File: src/rtl/enc164_req_encoder.sv
// enc164_req_encoder: sequential 16-to-4 request encoder.
//
// Captures 16 request lines into a sticky pending register and presents one
// pending request at a time as a 4-bit code with a valid/ack handshake. The
// presented request is cleared from the pending register when acknowledged.
//
// Ports:
//   clk      in   1   rising-edge clock
//   reset    in   1   synchronous, active-high reset
//   enable   in   1   when low, all state holds and req/ack are ignored
//   req      in  16   request lines, bit i requests code i
//   ack      in   1   consumer accepts the presented code (only while valid)
//   code     out  4   index of the presented request (registered)
//   valid    out  1   code is meaningful (registered)
//   pending  out 16   sticky pending register (registered)
//
// Optional feature macro: ENC_ROUND_ROBIN_EN
//   defined   -> rotating priority starting at a pointer advanced on each ack
//   undefined -> fixed priority, lowest set index wins
module enc164_req_encoder (
  input  logic        clk,
  input  logic        reset,
  input  logic        enable,
  input  logic [15:0] req,
  input  logic        ack,
  output logic [3:0]  code,
  output logic        valid,
  output logic [15:0] pending
);

  typedef enum logic {
    S_IDLE    = 1'b0,
    S_PRESENT = 1'b1
  } state_e;

  state_e      state_q, state_d;
  logic [15:0] pending_q, pending_d;
  logic [3:0]  code_q, code_d;

  logic [15:0] clr;
  logic [15:0] pend_nx;
  logic [3:0]  base;
  logic [3:0]  idx;
  logic [3:0]  sel;
  logic        found;
  logic        accept;

  assign accept = (state_q == S_PRESENT) && ack;

`ifdef ENC_ROUND_ROBIN_EN
  logic [3:0] ptr_q, ptr_d;

  // The pointer moves on the same edge as the ack, and the selection made on
  // that edge already uses the moved pointer, so a held request alternates.
  always_comb begin
    ptr_d = ptr_q;
    if (enable && accept) begin
      ptr_d = code_q + 4'd1;
    end
  end

  always_ff @(posedge clk) begin
    if (reset) begin
      ptr_q <= '0;
    end else begin
      ptr_q <= ptr_d;
    end
  end

  assign base = ptr_d;
`else
  assign base = '0;
`endif

  always_comb begin
    clr = '0;
    if (accept) begin
      clr[code_q] = 1'b1;
    end
    // A new request on the acked bit re-sets it.
    pend_nx = (pending_q & ~clr) | req;

    // Cyclic search from base; 4-bit index arithmetic wraps 15 -> 0.
    sel   = '0;
    found = 1'b0;
    idx   = '0;
    for (int unsigned k = 0; k < 16; k++) begin
      idx = base + k[3:0];
      if (!found && pend_nx[idx]) begin
        sel   = idx;
        found = 1'b1;
      end
    end

    pending_d = pending_q;
    code_d    = code_q;
    state_d   = state_q;
    if (enable) begin
      pending_d = pend_nx;
      if ((state_q == S_IDLE) || ack) begin
        if (pend_nx != '0) begin
          code_d  = sel;
          state_d = S_PRESENT;
        end else begin
          state_d = S_IDLE;
        end
      end
    end
  end

  always_ff @(posedge clk) begin
    if (reset) begin
      state_q   <= S_IDLE;
      pending_q <= '0;
      code_q    <= '0;
    end else begin
      state_q   <= state_d;
      pending_q <= pending_d;
      code_q    <= code_d;
    end
  end

  assign code    = code_q;
  assign valid   = (state_q == S_PRESENT);
  assign pending = pending_q;

endmodule

File: config.mk
export PLATFORM = sky130hd
export DESIGN_NAME = enc164_req_encoder
export DESIGN_NICKNAME = d
export VERILOG_FILES = /design/src/rtl/enc164_req_encoder.sv
export SDC_FILE = /design/constraint.sdc
export NUM_CORES = 1
export LEC_CHECK = 0
export ABC_AREA = 1
export BUFFER_PORTS_ARGS = -buffer_cell sky130_fd_sc_hd__buf_4
export CAP_MARGIN = 20
export CORE_UTILIZATION = 52
export CTS_CLUSTER_DIAMETER = 200
export DETAILED_ROUTE_END_ITERATION = 6
export HOLD_SLACK_MARGIN = 0.02
export PLACE_DENSITY = 0.79
export SLEW_MARGIN = 40
export SYNTH_ARGS = -nofsm -noshare
export SYNTH_HDL_FRONTEND = slang
export SYNTH_SLANG_ARGS = --single-unit
File: constraint.sdc
create_clock -name clk -period 2.1 [get_ports clk]
set_input_delay 0.42 -clock clk [delete_from_list [all_inputs] [get_ports clk]]
set_output_delay 0.42 -clock clk [all_outputs]
set_load 0.01 [all_outputs]
==> results of run 1 <==
==> Yosys cell counts <==
library cell and number:
inv_1 51, nor2_1 49, nand2_1 30, o21ai_0 22, dfxtp_1 21, nand3_1 15
a21oi_1 8, nand2_2 8, clkbuf_1 5, nor2_2 5, nand2_4 4, nand4_1 4
nand3b_1 3, nor2_4 3, a21oi_2 2, inv_2 2, a31oi_1 1, nand4_4 1
nor2_8 1, o2111ai_2 1, o21ai_2 1, o31ai_1 1, o41ai_1 1
==> cell families after synthesis <==
kind of cell / Yosys count / synth area share, %
AND/OR/NAND/NOR: 123 / 42.1
buffers and inverters: 58 / 14.8
AO/OA/AOI/OAI: 37 / 14.5
flip-flops: 21 / 28.5
==> cell usage in the layout (no fill, tap or decap), drive strengths merged <==
| master | Yosys | routed |
|---|---|---|
| o21ai | 23 | 23 |
| o2111ai | 1 | 1 |
| dfxtp | 21 | 21 |
| nand3 | 15 | 15 |
| nor2 | 58 | 58 |
| nand4 | 5 | 5 |
| nand2 | 42 | 42 |
| buf | 0 | 49 |
| o31ai | 1 | 1 |
| o41ai | 1 | 1 |
| clkbuf | 5 | 4 |
| nand3b | 3 | 3 |
| a21oi | 10 | 10 |
| inv | 53 | 53 |
| a31oi | 1 | 1 |
==> area by class of cell <==
cell class                      count  share of cell area, %
Clock buffer                        4                   1.37
Inverter                           53                   10.5
Multi-Input combinational cell    160                   44.6
Sequential cell                    21                   22.5
Tap cell                           30                   1.95
Timing Repair Buffer               49                   19.1
==> stage by stage <==
step	TNS (ns)	cell area [um2]	hold WS, ns
2_1_floorplan	0	1470	0.535
3_3_place_gp	0	1860	0.510
3_5_place_dp	0	1860	0.517
4_1_cts	0	1890	0.432
5_1_grt	-0.00759	1920	0.467
6_report	0	1920	0.445
==> power by group through the flow <==
stage	combinational [mW]	clock [mW]	sequential [mW]
after floorplan	0.155	0	0.479
after global placement	0.290	0	0.468
after detailed placement	0.293	0	0.468
after CTS	0.294	0.207	0.459
after global routing	0.329	0.219	0.467
final	0.300	0.199	0.462
==> layer usage <==
metal	wire, um	global-route usage [%]	vias up
li1	-	-	830
met1	1730	32.4	660
met2	1660	37.5	49
met3	224	2.11	6
met4	57	8.21	0
met5	0	0	-
==> what timing repair did <==
| action | in CTS | in global routing |
|---|---|---|
| hold buffers | 0 | 0 |
| endpoints found under the hold margin | 0 | 0 |
| gates resized for setup | 0 | 13 |
| setup endpoints to repair | 0 | 4 |
==> worst max-delay path by stage <==
| stage | start | depth (start not counted) | to |
|---|---|---|---|
| floorplan | code[1] | 14 | code[1] |
| global placement | ack | 15 | code[2] |
| detailed placement | ack | 15 | code[3] |
| CTS | code[0] | 13 | code[3] |
| global route | code[0] | 16 | code[2] |
| finish | code[1] | 14 | code[3] |
==> critical path, cell delays in order, from the launching register on <==
cell       delay (ns)
dfxtp_4          0.41
inv_1            0.08
nor2_4           0.16
nand3_1          0.12
nand2_2          0.10
nand2_4          0.07
nor2_8           0.11
nand2_4          0.06
nor2_4           0.17
nand4_4          0.12
nor2_4           0.15
o2111ai_2        0.14
nand3_1          0.10
nand2_1          0.05
inv_1            0.05
==> state kept, by name, indices dropped and copies added, names as in the netlist <==
register and cells:
valid 1, code 4, pending 16
==> out/metrics.yaml, run 1 <==
status: "completed"
routedWlPerCell_um: 11.6
crit_path_start_kind: "flip-flop"
finalSetupViolCount: 0
yosys.cell_types.count: 23
coreArea_mm2: 0.00257
yosysWarnings: 0
cts_buffers: 3
cts.clk_slew.worst_paths_ns: 0.12
fin_crit_sh_pct: 92.4
p_comb_share_pct: 31.2
antenna_found_initial: 0
finalPower_uw: 960
multi_input_area_um2: 857
num_antenna_cells: 0
clock_path_buffers: 2
synth_seq_cells: 21
final_nets: 308
final_layout_size_suffix_gt1_share_pct: 30.0
vdd_drop_max_mv: 0.481
ff2ff_path_depth: 14
placed_cells: 313
rsz0062_at_grt: "true"
intPower_uw: 636
ant_nets: 0
drt-total-wl_um: 3670
yosysTopAreaCell: "dfxtp_1"
p_leak_nw: 1.05
worstMarginPinSlew_ns: 0.316
p_sw_share_pct: 33.7
rows: 18
hold_viol_final: 0
crit_fanout: 5
hold_end: "pending[5]"
stdcell_count: 317
max_cap_violations: 0
hold_path_depth: 5
syn_inst: 239
fin_crit_ns: 1.94
regArea_um2: 432
dp_slack_ns: 0.0462
synth_area_leaders: "dfxtp_1, inv_1, nor2_1"
synth_fp_nets: 259
fin_util_pct: 74.9
critPathArrivalTime_ns: 2.19
slew_headroom_pct: 78.7
area_growth_pct: 30.5
drtIter0Drc: 105
worstHoldStart: "req[5]"
r2r_start: "code[1]"
clock_skew_ns: 0.00289
rrSetupSlack_ns: 0.16
switchingPower_uw: 324
die_y_um: 55.2
dieArea_mm2: 0.00305
grt_pass1_vias: 1346
critPathRequiredTime_ns: 2.35
p_seq_share_pct: 48.1
vias_per_cell: 4.87
drc: 0
reg2reg_to: "code[3]"
die_x_um: 55.2
fillCellCount: 226
synth_top_cell_area_share_pct: 28.5
pwr_density_cell_mw_per_mm2: 499
gp_congestion: 0.924
ios: 41
ys_seq_area_share_pct: 28.5
cts-htree-levels: 1
worstSetupEndpointType: "flip-flop"
clock-root-buffer: "clkbuf_4"
dp_hpwl_um: 2760
post-cts-setup-buffer-count: 0
initial_core_util_pct: 57.4
hold_class: "primary input to flip-flop"
place.port_buffers: 40
max_freq_mhz: 515
crit_type: "flip-flop to flip-flop"
num_vias: 1545
syn_area_mm2: 0.00147
drtPass1Iterations: 4
grt_pass1_wl_um: 5750
worst_slack_ns: 0.159
avgSynthCellArea_um2: 6.16
grt_overflow: 0
cts_tree: "done"
grt_max_degree: 22
clockPowerShare_pct: 20.7
cts.sinks: 21
finalMaxSlewViolations: 0
grtUsageTotal_pct: 23.2
clock_latency_ns: 0.30
(Power assumes the default switching activity.)
==> run 2: changes to the inputs <==
Clock period 2.1 ns to 1.85 ns, I/O delays scaled along.
==> out/metrics.yaml, run 2 (synthesized netlist as in run 1, its figures left out) <==
drc: 0
die_y_um: 55.2
final_layout_size_suffix_gt1_share_pct: 41.0
rsz0062_at_grt: "true"
fin_util_pct: 86.2
drtPass1Iterations: 6
finalSetupTns_ns: -0.648
placed_cells: 331
layout_common_cells: "buf_4, inv_1, nor2_1"
placed_cell_area_mm2: 0.00199
fillCellCount: 172
finalSetupViolCount: 4
clock_skew_ns: 0.0275
die_x_um: 55.2
clock_path_buffers: 2
routedWlPerCell_um: 13.6
path_cells: "inv_2 -> nand2_1 -> nor2_1 -> nand2_1 -> a21oi_2 -> inv_1 -> o41ai_1 -> nand2_1 -> inv_1 -> nand3_1 -> nand2_1 -> inv_1"
p_leak_nw: 1.20
cts_buffers: 3
status: "finished, violations left"
slew_headroom_pct: 71.0
hold_viol_final: 0
drtIter0Drc: 171
max_cap_violations: 0
gp_congestion: 0.902
cts_hold_buffers: 0
coreArea_mm2: 0.00257
area_growth_pct: 50.2
fin_crit_sh_pct: 111
critPathBufInv: 4
design_area_mm2: 0.00221
crit_type: "flip-flop to flip-flop"
initial_core_util_pct: 57.4
max_freq_mhz: 486
place.port_buffers: 40
crit_slowest_cell: "o41ai_1"
ios: 41
cts.clk_slew.worst_paths_ns: 0.15
violations: "setup timing"
hold_class: "primary input to flip-flop"
cts.sinks: 21
stdcell_count: 345
path_common_cell: "nand2_1"
grt_overflow: 0
grt_pass1_wl_um: 7010
worstMarginPinSlew_ns: 0.429
critPathArrivalTime_ns: 2.31
worst_slack_ns: -0.208
clock_latency_ns: 0.33
grt_pass1_vias: 1658
fin_crit_ns: 2.06
cp_top_family: "simple AND/OR/NAND/NOR gates"
grtUsageTotal_pct: 28.0
drt-total-wl_um: 4710
final_nets: 336
ant_nets: 0
largest_register_ffs: 16
num_antenna_cells: 0
vdd_drop_max_mv: 0.568
slowest_delay_ns: 0.43
rows: 18
final_common_cell: "buf_4"
antenna_found_initial: 0
finalMaxSlewViolations: 0
vias_per_cell: 5.33
critPathRequiredTime_ns: 2.10
pwr_density_cell_mw_per_mm2: 542
dp_hpwl_um: 2860
dieArea_mm2: 0.00305
clock-root-buffer: "clkbuf_4"
crit_fanout: 4
num_vias: 1840
cts_tree: "done"
cts-htree-levels: 1
worstSetupEndpointType: "flip-flop"
crit_path_start_kind: "flip-flop"
grt_max_degree: 22
-- run 2: cell types whose count changed in the layout (fill, tap and decap cells not counted), sizes merged --
cell,before,now
clkinvlp,0,1
clkbuf,4,3
buf,49,76
clkinv,0,1
-- run 2: cell type report --
cell class | count | area (um2) | area share [%]
clock buffers | 3 | 22.5 | 1.02
clock inverters | 1 | 5.00 | 0.226
inverters | 53 | 201 | 9.11
multi-input cells | 160 | 923 | 41.7
flip-flops and latches | 21 | 437 | 19.7
well taps | 30 | 37.5 | 1.70
repair buffers | 76 | 578 | 26.1
repair inverters | 1 | 7.51 | 0.339
-- run 2: per-stage QoR --
step                      power (mW)  setup slack (ns)  hold slack (ns)
final                           1.20            -0.208            0.346
after global routing            1.25            -0.262            0.360
after CTS                       1.15           -0.0425            0.355
after detailed placement       0.901            -0.152            0.571
after global placement         0.896            -0.161            0.565
after floorplan                0.719            0.0732            0.530
-- run 2: repair_timing --
action,CTS,global route
endpoints found under the setup margin,4,5
endpoints found under the hold margin,0,0
pin swaps,0,6
gates cloned,1,0
buffers inserted,4,5
gates resized for setup,18,20
-- run 2: report_power, final --
| part | switching [mW] | total [mW] | internal (mW) |
|---|---|---|---|
| Clock | 0.163 | 0.244 | 0.0810 |
| Sequential | 0.0407 | 0.528 | 0.487 |
| Combinational | 0.226 | 0.427 | 0.200 |
| Total | 0.430 | 1.20 | 0.768 |
-- run 2: path summary, 6_finish.rpt --
| path | from | to | slack, ns | cells after the start |
|---|---|---|---|---|
| setup / recovery | code[2] | code[3] | -0.21 | 12 |
| hold / removal | req[10] | pending[10] | 0.35 | 5 |
| setup reg to reg | code[2] | code[3] | -0.21 | 12 |
| hold reg to reg | pending[15] | pending[15] | 0.60 | 4 |
-- run 2: per-layer routing --
metal	track usage [%]	vias up	wire length [um]
li1	-	887	-
met1	35.4	807	1940
met2	46.8	111	2230
met3	3.98	35	361
met4	12.9	0	179
met5	0	-	0
-- run 2: worst reg2reg max path, cell delays in order, from the launching register on --
cell and delay (ns):
dfxtp_4 0.40, inv_2 0.09, nand2_1 0.05, nor2_1 0.22, nand2_1 0.12, a21oi_2 0.21, inv_1 0.07, o41ai_1 0.44
nand2_1 0.10, inv_1 0.07, nand3_1 0.07, nand2_1 0.08, inv_1 0.04
